<file path="src/rtl/mm_task_dispatcher.sv">
// Task dispatcher for the matrix-multiply array: walks every (row, col) of the
// result matrix in row-major order, hands each one to the lowest free core with
// a one-cycle start pulse, counts completions, and raises end_process once the
// whole matrix has been computed.
module mm_task_dispatcher #(
  parameter int unsigned NUM_CORES = 4,
  parameter int unsigned MAT_DIM   = 4,
  parameter int unsigned IDX_W     = 4
) (
  input  logic                       clock,
  input  logic                       reset,
  input  logic                       begin_process,
  input  logic [NUM_CORES-1:0]       core_done,
  output logic [NUM_CORES-1:0]       core_start,
  output logic [NUM_CORES*IDX_W-1:0] core_row,
  output logic [NUM_CORES*IDX_W-1:0] core_col,
  output logic                       busy,
  output logic                       end_process
);

  localparam int unsigned CNT_W = 2 * IDX_W + 1;
  localparam logic [CNT_W-1:0] TOTAL    = CNT_W'(MAT_DIM * MAT_DIM);
  localparam logic [CNT_W-1:0] LAST_NUM = CNT_W'(MAT_DIM * MAT_DIM - 1);
  localparam logic [IDX_W-1:0] LAST_IDX = IDX_W'(MAT_DIM - 1);

  typedef enum logic [1:0] {
    IDLE     = 2'd0,
    DISPATCH = 2'd1,
    DRAIN    = 2'd2,
    DONE     = 2'd3
  } state_t;

  state_t                 state;
  state_t                 state_nxt;
  logic [IDX_W-1:0]       next_row;
  logic [IDX_W-1:0]       next_col;
  logic [CNT_W-1:0]       issued;
  logic [CNT_W-1:0]       completed;
  logic [NUM_CORES-1:0]   core_busy;

  logic [NUM_CORES-1:0]   free_sel;
  logic [NUM_CORES-1:0]   issue_onehot;
  logic                   dispatch;
  logic [NUM_CORES-1:0]   done_valid;
  logic [CNT_W-1:0]       done_cnt;
  logic [CNT_W-1:0]       completed_nxt;

  // Pick the lowest-index idle core and count valid completions this cycle.
  always_comb begin
    free_sel = '0;
    for (int i = NUM_CORES - 1; i >= 0; i--) begin
      if (!core_busy[i]) free_sel = NUM_CORES'(1) << i;
    end
    dispatch     = (state == DISPATCH) && (free_sel != '0);
    issue_onehot = dispatch ? free_sel : '0;
    done_valid   = core_done & core_busy;
    done_cnt     = '0;
    for (int i = 0; i < NUM_CORES; i++) begin
      done_cnt = done_cnt + CNT_W'(done_valid[i]);
    end
    completed_nxt = completed + done_cnt;
  end

  // Next-state logic for the job sequencer.
  always_comb begin
    state_nxt = state;
    case (state)
      IDLE:     if (begin_process) state_nxt = DISPATCH;
      DISPATCH: if (dispatch && (issued == LAST_NUM)) state_nxt = DRAIN;
      DRAIN:    if (completed_nxt == TOTAL) state_nxt = DONE;
      DONE:     state_nxt = DONE;
      default:  state_nxt = IDLE;
    endcase
  end

  // State register.
  always_ff @(posedge clock or posedge reset) begin
    if (reset) state <= IDLE;
    else       state <= state_nxt;
  end

  // Task issue, index walk, core bookkeeping and registered outputs.
  always_ff @(posedge clock or posedge reset) begin
    if (reset) begin
      next_row    <= '0;
      next_col    <= '0;
      issued      <= '0;
      completed   <= '0;
      core_busy   <= '0;
      core_start  <= '0;
      core_row    <= '0;
      core_col    <= '0;
      busy        <= 1'b0;
      end_process <= 1'b0;
    end else begin
      core_start <= issue_onehot;
      for (int i = 0; i < NUM_CORES; i++) begin
        if (issue_onehot[i]) begin
          core_row[i*IDX_W +: IDX_W] <= next_row;
          core_col[i*IDX_W +: IDX_W] <= next_col;
        end
      end
      if (dispatch) begin
        issued <= issued + CNT_W'(1);
        if (next_col == LAST_IDX) begin
          next_col <= '0;
          next_row <= next_row + IDX_W'(1);
        end else begin
          next_col <= next_col + IDX_W'(1);
        end
      end
      // A core freed this edge only becomes selectable on the following edge.
      core_busy   <= (core_busy & ~done_valid) | issue_onehot;
      completed   <= completed_nxt;
      busy        <= (state_nxt == DISPATCH) || (state_nxt == DRAIN);
      end_process <= (state_nxt == DONE);
    end
  end

endmodule

</file>
<file path="config.mk">
export PLATFORM = sky130hd
export DESIGN_NAME = mm_task_dispatcher
export DESIGN_NICKNAME = d
export VERILOG_FILES = /design/src/rtl/mm_task_dispatcher.sv
export SDC_FILE = /design/constraint.sdc
export NUM_CORES = 1
export LEC_CHECK = 0
export ABC_AREA = 1
export BUFFER_PORTS_ARGS = -buffer_cell sky130_fd_sc_hd__buf_2
export CORE_AREA = 3 3 81 140
export CTS_BUF_LIST = sky130_fd_sc_hd__clkbuf_8 sky130_fd_sc_hd__clkbuf_16
export DETAILED_ROUTE_END_ITERATION = 10
export DIE_AREA = 0 0 84 143
export GPL_ROUTABILITY_DRIVEN = 0
export MAX_ROUTING_LAYER = met4
export SYNTH_ARGS = -nofsm -noshare
export SYNTH_HDL_FRONTEND = slang
export SYNTH_SLANG_ARGS = --single-unit
</file>
<file path="constraint.sdc">
create_clock -name clock -period 3.9 [get_ports clock]
set_input_delay 0.78 -clock clock [delete_from_list [all_inputs] [get_ports clock]]
set_output_delay 0.78 -clock clock [all_outputs]
set_load 0.05 [all_outputs]
</file>
Word level (Yosys, flattened, before mapping)

Index checks and enable logic that the tools add are counted.

Output and inout port bits: 38
Word-level logic and storage cells: 53
Register bits after elaboration: 70
Bits of input ports: 7

Add/subtract/negate cells: 7
Reductions and logical operators: 6
Bitwise logic cells: 4
Muxes and demuxes: 10
Eq/ne operators: 9

Operators with widths:

| kind                                                | count |
|---|---|
| 2-to-1 mux 4 bit                                    | 6 |
| adder 9 x 1 -> 9 bit, second input constant         | 1 |
| adder 9 x 4 -> 9 bit                                | 1 |
| equality test 9 x 4 -> 1 bit, second input constant | 1 |
| equality test 9 x 5 -> 1 bit, second input constant | 1 |
| adder 4 x 1 -> 4 bit, second input constant         | 2 |
| AND 4 bit                                           | 2 |
| equality test 2 bit, second input constant          | 4 |
| case mux 2 bit (4 select lines)                     | 1 |
| 2-to-1 mux 2 bit                                    | 3 |
| adder 3 x 1 -> 4 bit                                | 1 |
| equality test 2 x 1 -> 1 bit, second input constant | 2 |
| equality test 4 x 2 -> 1 bit, second input constant | 1 |
| inverter 4 bit                                      | 1 |
| bitwise OR 4 bit                                    | 1 |
| nonzero test 4 bit                                  | 1 |
| adder 2 x 1 -> 3 bit                                | 1 |
| adder 1 x 1 -> 2 bit                                | 1 |
| logical AND 1 bit                                   | 2 |
| logical NOT 2 bit                                   | 1 |
| AND reduction 2 bit                                 | 1 |
| logical OR 1 bit                                    | 1 |

Depth between registers and ports, before layout

Gate-level depths: netlist of run 1.

Depth in word-level cells: 11
Mapped depth: 15
Mapped depth without buffers: 15

Worst setup path before layout of run 1

No wires, ideal clock.

Path kind: input to register
Start point: input core_done[0]
End point: register busy
Stages: 13
Library setup time: 0.126 ns
Buffers on the path: 0
Data arrival time: 2.928 ns
Path slack: 0.846 ns
Cell sequence: nand2_1 -> inv_1 -> fa_1 -> fa_1 -> inv_1 -> fa_1 -> nand3_1 -> nor2_1 -> nand3_1 -> nor2_1 -> nand3_1 -> nand3_1 -> ha_1

Longest elaborated chain between the ends: 10

RTL lines:

| item                                                                       | line | text |
|---|---|---|
| from (decl)                                                                | 13   | `input logic [NUM_CORES-1:0] core_done,` |
| AND 4 bit *                                                                | 56   | `done_valid = core_done & core_busy;` |
| adder 1 x 1 -> 2 bit *                                                     | 59   | `done_cnt = done_cnt + CNT_W'(done_valid[i]);` |
| adder 2 x 1 -> 3 bit *                                                     | 59   |  |
| adder 3 x 1 -> 4 bit *                                                     | 59   |  |
| adder 9 x 4 -> 9 bit *                                                     | 61   | `completed_nxt = completed + done_cnt;` |
| equality test 9 x 5 -> 1 bit *                                             | 70   | `DRAIN: if (completed_nxt == TOTAL) state_nxt = DONE;` |
| 2-to-1 mux 2 bit *                                                         | 70   |  |
| case mux 2 bit (4 select lines) *                                          | 67   | `case (state)` |
| equality test 2 x 1 -> 1 bit / equality test 2 bit (equally long branches) | 115  | `busy <= (state_nxt == DISPATCH) \|\| (state_nxt == DRAIN);` |
| logical OR 1 bit *                                                         | 115  |  |
| to (signal assigned)                                                       | 115  |  |
| to (decl)                                                                  | 17   | `output logic busy,` |

Every way passes the cells marked *; elsewhere a longest branch is shown, timed or not.
A chain may end at the register's enable or synchronous reset.

Final worst setup path of run 1

Start point: register core_busy[0]
End point: register busy

Longest elaborated chain between the ends: 10

RTL lines:

| item                                                                       | line | text |
|---|---|---|
| from (decl)                                                                | 39   | `logic [NUM_CORES-1:0] core_busy;` |
| from (signal assigned)                                                     | 113  | `core_busy <= (core_busy & ~done_valid) \| issue_onehot;` |
| AND 4 bit                                                                  | 56   |  |
| adder 1 x 1 -> 2 bit                                                       | 59   |  |
| adder 2 x 1 -> 3 bit                                                       | 59   |  |
| adder 3 x 1 -> 4 bit                                                       | 59   |  |
| adder 9 x 4 -> 9 bit                                                       | 61   |  |
| equality test 9 x 5 -> 1 bit                                               | 70   |  |
| 2-to-1 mux 2 bit                                                           | 70   |  |
| case mux 2 bit (4 select lines) *                                          | 67   |  |
| equality test 2 x 1 -> 1 bit / equality test 2 bit (equally long branches) | 115  |  |
| logical OR 1 bit *                                                         | 115  |  |

Marks and branches as above.

==> summary.txt, run 1 <==
Flow run
  – Number of max-cap violations: 0

Yosys
  – Synth cell types: 30
  – Yosys reg bits: 70
  – Asr flop ratio synth: 1.00
  – Synthesized Nets: 324
  – Synthesized area: 3040 um^2
  – Synth warn: 0
  – Cells after Synth: 309
  – Top cell type's share of synthesized area: 0.577
  – Register area share after synthesis: 0.577
  – Top post-synthesis cells by area: dfrtp_1 58%, nand2_1 9.5%, inv_1 4.8%, o21ai_1 4.1%, nand3_1 2.6%
  – Number of flops mapped to enable cells by yosys: 0
  – Count leader, synth: nand2_1
  – Cell accounting for the most synthesized area: dfrtp_1
  – Syn_area_per_cell: 9.83 um^2
  – Synth Flop Type: dfrtp_1
  – Post-synth top cells: 77 x nand2_1, 70 x dfrtp_1, 39 x inv_1

Place
  – Placed instance area: roughly 3400 um^2
  – Hpwl dp: approximately 4500 um
  – Input/output buffers: 44
  – Total placed cells including tap cells: 476

CTS
  – Skew-Pair Late Insertion Delay: 0.33 ns
  – TritonCTS clock tree: built
  – Clk buf depth: 2
  – Reg clk slew, reported paths: 0.06 ns
  – CTS H-Tree Depth: 3
  – Total CTS buffers: 9
  – Cts hold-fix bufs: 0
  – Post-CTS resize count: 0
  – Clock sinks: 70
  – Setup Fix Bufs, Post-CTS: 0
  – Root Buffer: clkbuf_16

GRT
  – Tot GR Track Use: 0.115
  – Largest net degree at the start of global routing: 71
  – Global-route wire length before repair: 10,500 um
  – Number of global-route vias before repair: 2,146
  – GRT overflow: 0
  – Initial antenna violation count: 0

Cells and area
  – Final nets: approximately 380
  – Final Cell Area: 3700 um^2
  – Synthesis-to-finish area growth: 22.0%
  – Area of the multi-input gates: between 1000 and 1500 um^2
  – Storage cell area: 1750 um^2
  – Fin cells: 491
  – Filler cell count: 1,051
  – Layout cells sized above 1: 0.217
  – Antenna diode count: 0

Die
  – Die height: roughly 140 um
  – Die Area: 12,000 um^2
  – Initial Util: 0.293
  – Chip Width: ~84 um
  – Core Region: between 10,000 and 15,000 um^2
  – Ports: 45
  – Row Count: around 50

Timing
  – Pins Over Slew Limit: 0
  – Fmax: 0.332 GHz
  – Final period util: 0.773
  – # setup viols final: 0
  – Slew Limit Headroom: 0.417
  – Unrepaired setup endpoints after global routing: false
  – Skew final: 0.00561 ns
  – Sum of negative setup slack: 0 ns
  – Final min period: 3.02 ns
  – Slew at the pin closest to its max-slew limit: 0.875 ns
  – Final Hold Fails: 0

Routing
  – Final wirelength: 6070 um
  – Iteration-0 DRC Markers: 112
  – Antenna Nets Post-Route: 0
  – Routed WL per cell: 12.4 um
  – First-pass iteration count of the detailed router: 4
  – DRC viols: 0
  – Routed vias: 2,106
  – Vias per cell: 4.29

Worst setup path
  – Critical path's top delay family: adder cells
  – CP max stage delay: 0.52 ns
  – Worst-path maximum fanout: 5
  – WP data required: around 4.1 ns
  – Cells along the critical path: nand2_1 > inv_1 > fa_1 > fa_1 > inv_1 > fa_1 > nand3_1 > nor2_1 > nand3_1 > nor2_1 > nand3_1 > nand3_1 > ha_1
  – Critical Path Start Type: register
  – Kind of critical path: reg -> reg
  – Critical Path AT: 3.22 ns
  – Crit-path slowest cell: dfrtp_1
  – CP most frequent cell: nand3_1
  – WP buf/inv: 2
  – Worst Setup End Kind: register

Run status
  – Status: completed

Power and ir drop
  – Design Power: 3.78 mW
  – Peak supply drop: 0.000460 V
  – Cell Pwr Density: 1020 nW/um^2
  – Leakage power total: 1.87 nW

Hold path
  – Hold Crit Class: reg -> reg
power by group:
group          leakage [nW]  internal (mW)  switching (mW)  total [mW]
Clock                 0.161          0.620           0.305       0.925
Sequential            0.890           1.03           0.216        1.25
Combinational         0.822          0.419            1.19        1.60
Total                  1.87           2.07            1.71        3.78
path summary, 6_finish.rpt:
kind | start | end | slack (ns) | cells past startpoint
worst max register to register | core_busy[0] | busy | 0.88 | 13
max in group asynchronous | reset | completed[3] | 2.62 | 3
worst min register to register | core_row[2] | core_row[2] | 0.48 | 2
worst min-delay path | core_row[2] | core_row[2] | 0.48 | 2
worst max-delay path | core_busy[0] | busy | 0.88 | 13
min in group asynchronous | reset | issued[8] | 0.70 | 3
worst reg2reg max path: stages, from the launching register on:
cell     delay, ns
dfrtp_1       0.52
nand2_1       0.10
inv_1         0.10
fa_1          0.46
fa_1          0.48
inv_1         0.08
fa_1          0.43
nand3_1       0.10
nor2_1        0.05
nand3_1       0.06
nor2_1        0.04
nand3_1       0.11
nand3_1       0.09
ha_1          0.28
state kept, by name, summed over array words and instances (netlist names):
register	cells
end_process	1
core_col	16
core_busy	4
next_col	4
core_row	16
completed	9
busy	1
core_start	4
next_row	4
issued	9
state	2
placed cells by master (no fill, tap or decap), drive strengths merged, types with 3 or more instances in the layout:
cell,count
buf,45
bufinv,3
clkbuf,9
clkinv,3
dfrtp,70
fa,3
ha,5
inv,40
nand2,81
nand3,18
nand4,3
nor2,24
o21ai,40
xnor2,3
xor2,8
per-layer routing:
metal	up-vias	wire (um)	track usage
li1	1080	-	-
met1	971	2530	0.129
met2	44	3150	0.192
met3	11	239	0.0225
met4	0	152	0.0619
met5	-	0	-
logic make-up (layout without fill, tap and decap cells):
kind of cell	after synthesis	in the layout	synth area share
AOI/OAI and AO/OA	43	43	0.0779
xor gates and xnor gates	11	11	0.0317
adders and majority gates	8	8	0.0404
buffers and inverters	46	101	0.0705
DFF	70	70	0.577
and+or+nand+nor	131	131	0.203
cell type report:
type                       instances  area share
clock buffer                       9      0.0608
clock inverter                     6      0.0301
inverter                          41      0.0429
multi-input combinational        193       0.289
sequential                        70       0.473
tap                              127      0.0429
timing repair buffer              45      0.0615
stage by stage:
step,hold slack (ns),worst slack [ns],utilization
after detailed placement,0.473,0.517,0.325
final,0.481,0.884,0.358
after global routing,0.499,0.658,0.358
after floorplan,0.454,0.846,-
after global placement,0.465,0.598,0.325
after CTS,0.487,0.834,0.358
No activity file was read; power rests on OpenSTA's default activity.
==> run 2: changes to the inputs <==
Settings changed: ABC_AREA 1 to 0, CORE_AREA 3 3 81 140 to 3 3 79 137, DIE_AREA 0 0 84 143 to 0 0 82 140.
Clock period 3.9 ns to 2.8 ns, I/O delays scaled along.
==> run 2 against run 1 <==
Against the previous run: the flow now finishes with violations (setup timing); hold slack worse by 0.17 ns; clock-buffer cell count up 3; final cell count down 17%; critical path depth down 3; synthesized area down 4.3%; combinational power up 29%; first-iteration DRC count down 21%; critical path type unchanged; critical endpoint unchanged.
==> summary.txt, run 2 <==
Run status
  – Status: finished, violations left (was completed)
  – Failing checks: setup timing

Timing
  – Slew at the pin closest to its max-slew limit: 0.638 ns (was 0.875 ns)
  – Final period util: 1.06 (was 0.773)
  – Setup WS post-layout: -0.157 ns (was 0.884 ns)
  – Final min period: 2.96 ns (was 3.02 ns)
  – # setup viols final: 2 (was 0)
  – Pins Over Slew Limit: 0 (unchanged)
  – Unrepaired setup endpoints after global routing: true (was false)
  – Fin Hold WS: 0.311 ns (was 0.481 ns)
  – Final Hold Fails: 0 (unchanged)
  – Skew final: 0.00317 ns (was 0.00561 ns)
  – Fmax: 0.338 GHz (was 0.332 GHz)
  – Slew Limit Headroom: 0.574 (was 0.417)

Routing
  – Iteration-0 DRC Markers: 88 (was 112)
  – Final wirelength: 6150 um (was 6070 um)
  – Routed WL per cell: 15.1 um (was 12.4 um)
  – Vias per cell: 4.49 (was 4.29)
  – DRC viols: 0 (unchanged)
  – First-pass iteration count of the detailed router: 4 (unchanged)
  – Antenna Nets Post-Route: 0 (unchanged)
  – Routed vias: 1,823 (was 2,106)

Worst setup path
  – Critical path's top delay family: adder cells (unchanged)
  – WP data required: 3.01 ns (was 4.11 ns)
  – CP max stage delay: 0.52 ns (about the same)
  – Worst-path maximum fanout: 2 (was 5)
  – Crit-path slowest cell: fa_1 (was dfrtp_1)
  – Kind of critical path: reg -> reg (unchanged)
  – Critical Path AT: 3.17 ns (was 3.22 ns)
  – WP buf/inv: 2 (unchanged)
  – Cells along the critical path: and2_4 > fa_1 > fa_2 > inv_2 > fa_2 > inv_2 > nor4_2 > nand4_1 > o41ai_2 > ha_1 (was nand2_1 > inv_1 > fa_1 > fa_1 > inv_1 > fa_1 > nand3_1 > nor2_1 > nand3_1 > nor2_1 > nand3_1 > nand3_1 > ha_1)
  – Worst Setup End Kind: register (unchanged)
  – Critical Path Start Type: register (unchanged)

CTS
  – CTS H-Tree Depth: 3 (unchanged)
  – Clock sinks: 70 (unchanged)
  – Reg clk slew, reported paths: 0.05 ns (was 0.06 ns)
  – Root Buffer: clkbuf_16 (unchanged)
  – TritonCTS clock tree: built (unchanged)
  – Clk buf depth: 2 (unchanged)
  – Setup Fix Bufs, Post-CTS: 0 (unchanged)
  – Skew-Pair Late Insertion Delay: 0.33 ns (about the same)
  – Total CTS buffers: 9 (unchanged)

Place
  – Input/output buffers: 44 (unchanged)
  – Total placed cells including tap cells: 390 (was 476)
  – Place WS: -0.568 ns (was 0.517 ns)
  – Hpwl dp: 4420 um (was 4480 um)

Yosys
  – Synth Flop Type: dfrtp_1 (unchanged)
  – Top post-synthesis cells by area: dfrtp_1 60%, mux2_2 13%, xnor2_1 3.3%, xor2_1 2.7%, ha_1 2.2% (was dfrtp_1 58%, nand2_1 9.5%, inv_1 4.8%, o21ai_1 4.1%, nand3_1 2.6%)
  – Synth warn: 0 (unchanged)
  – Synth cell types: 35 (was 30)
  – Register area share after synthesis: 0.603 (was 0.577)
  – Synthesized Nets: 229 (was 324)
  – Top cell type's share of synthesized area: 0.603 (was 0.577)
  – Count leader, synth: dfrtp_1 (was nand2_1)
  – Yosys reg bits: 70 (unchanged)
  – Syn_area_per_cell: 13.6 um^2 (was 9.83 um^2)
  – Cell accounting for the most synthesized area: dfrtp_1 (unchanged)
  – Number of flops mapped to enable cells by yosys: 0 (unchanged)
  – Post-synth top cells: 70 x dfrtp_1, 34 x mux2_2, 13 x nand2_1 (was 77 x nand2_1, 70 x dfrtp_1, 39 x inv_1)
  – Cells after Synth: 214 (was 309)
  – Synthesized area: 2910 um^2 (was 3040 um^2)
  – Asr flop ratio synth: 1.00 (unchanged)

GRT
  – Largest net degree at the start of global routing: 43 (was 71)
  – Tot GR Track Use: 0.124 (was 0.115)
  – Number of global-route vias before repair: 1,961 (was 2,146)
  – Initial antenna violation count: 0 (unchanged)
  – Global-route wire length before repair: 10,200 um (was 10,500 um)
  – GRT overflow: 0 (unchanged)

Cells and area
  – Layout cells sized above 1: 0.445 (was 0.217)
  – Area of the multi-input gates: 1170 um^2 (was 1070 um^2)
  – Final nets: 291 (was 375)
  – Storage cell area: 1750 um^2 (unchanged)
  – Synthesis-to-finish area growth: 29.1% (was 22.0%)
  – Commonest non-fill, non-tap cell in the layout: dfrtp_1 (was nand2_1)
  – Filler cell count: 1,007 (was 1,051)
  – Most frequent cells in the layout: 70 x dfrtp_1, 44 x buf_2, 34 x mux2_2 (was 77 x nand2_1, 70 x dfrtp_1, 44 x buf_2)
  – Top Registers: core_col: 16 flops, core_row: 16 flops (unchanged)
  – Fin cells: 406 (was 491)
  – Antenna diode count: 0 (unchanged)

Power and ir drop
  – Cell-internal power: 2.97 mW (was 2.07 mW)
  – Clock Power Share: 0.251 (was 0.245)
  – Switching part of the total power: 0.408 (was 0.451)
  – Leakage power total: 1.82 nW (was 1.87 nW)
  – Cell Pwr Density: 1340 nW/um^2 (was 1020 nW/um^2)
  – Sequential group share of total power: 0.337 (was 0.331)
  – Logic gate share of total power: 0.412 (was 0.424)
  – Peak supply drop: 0.000489 V (was 0.000460 V)
  – Switch Pwr: 2.05 mW (was 1.71 mW)

Die
  – Core Region: 9850 um^2 (was 10,400 um^2)
  – Die Area: 11,500 um^2 (was 12,000 um^2)
  – Ports: 45 (unchanged)
  – Initial Util: 0.295 (was 0.293)
  – Chip Width: 82 um (was 84 um)
  – Die height: 140 um (was 143 um)
  – Row Count: 48 (was 49)

Flow run
  – Number of max-cap violations: 0 (unchanged)

Hold path
  – Hold Crit Class: in -> async (was reg -> reg)
==> run 2: area by class of cell <==
type	count	area share
inverter	9	0.00901
clock buffer	12	0.0710
multi-input combinational	132	0.311
timing repair buffer	54	0.0821
clock inverter	4	0.0183
sequential	70	0.467
tap	125	0.0417
==> run 2: per-stage QoR <==
stage / power, mW / util / setup TNS [ns] / area [um^2]
5_1_grt: 5.31 / 0.381 / -0.393 / 3750
3_5_place_dp: 3.75 / 0.342 / -1.46 / 3370
6_report: 5.02 / 0.381 / -0.159 / 3750
3_3_place_gp: 3.71 / 0.342 / -1.12 / 3370
2_1_floorplan: 3.20 / - / -0.330 / 2920
4_1_cts: 5.09 / 0.378 / -0.368 / 3720
==> run 2: logic make-up (layout without fill, tap and decap cells) <==
| family | Yosys count | in the layout | synth area share |
|---|---|---|---|
| flip-flops | 70 | 70 | 0.603 |
| XOR/XNOR | 20 | 20 | 0.0603 |
| AND/OR/NAND/NOR | 57 | 57 | 0.110 |
| multiplexers | 36 | 36 | 0.139 |
| adder cells (fa/ha/maj) | 8 | 8 | 0.0422 |
| AO/OA/AOI/OAI | 11 | 11 | 0.0267 |
| buffers and inverters | 12 | 79 | 0.0194 |
==> run 2: final timing paths <==
kind	startpoint	to	slack, ns	cells past startpoint
worst max register to register	core_busy[2]	busy	-0.16	10
max in group asynchronous	reset	completed[4]	1.83	3
worst max-delay path	core_busy[2]	busy	-0.16	10
worst min-delay path	reset	completed[3]	0.31	2
worst min register to register	issued[3]	issued[3]	0.47	1
min in group clock	core_done[2]	core_busy[2]	0.42	2
==> run 2: per-layer routing <==
| layer | track usage | part of all wire | vias to the layer above | routed length, um |
|---|---|---|---|---|
| li1 | - | - | 859 | - |
| met2 | 0.197 | 0.54 | 28 | 3310 |
| met5 | - | 0 | - | 0 |
| met4 | 0.0613 | 0.016 | 0 | 97 |
| met1 | 0.140 | 0.41 | 928 | 2540 |
| met3 | 0.0335 | 0.033 | 8 | 204 |
==> run 2: power groups by stage <==
stage | clock network, mW | registers [mW] | logic, mW
after floorplan | 0 | 2.33 | 0.871
after global placement | 0 | 1.70 | 2.01
after detailed placement | 0 | 1.71 | 2.05
after CTS | 1.30 | 1.70 | 2.09
after global routing | 1.33 | 1.75 | 2.22
final | 1.26 | 1.69 | 2.07
==> run 2: timing repair <==
action / CTS / global route
resized for setup: 6 / 4
setup endpoints to repair: 3 / 3
cloned: 0 / 0
endpoints found under the hold margin: 0 / 0
hold buffers: 0 / 0
pin swaps: 7 / 7
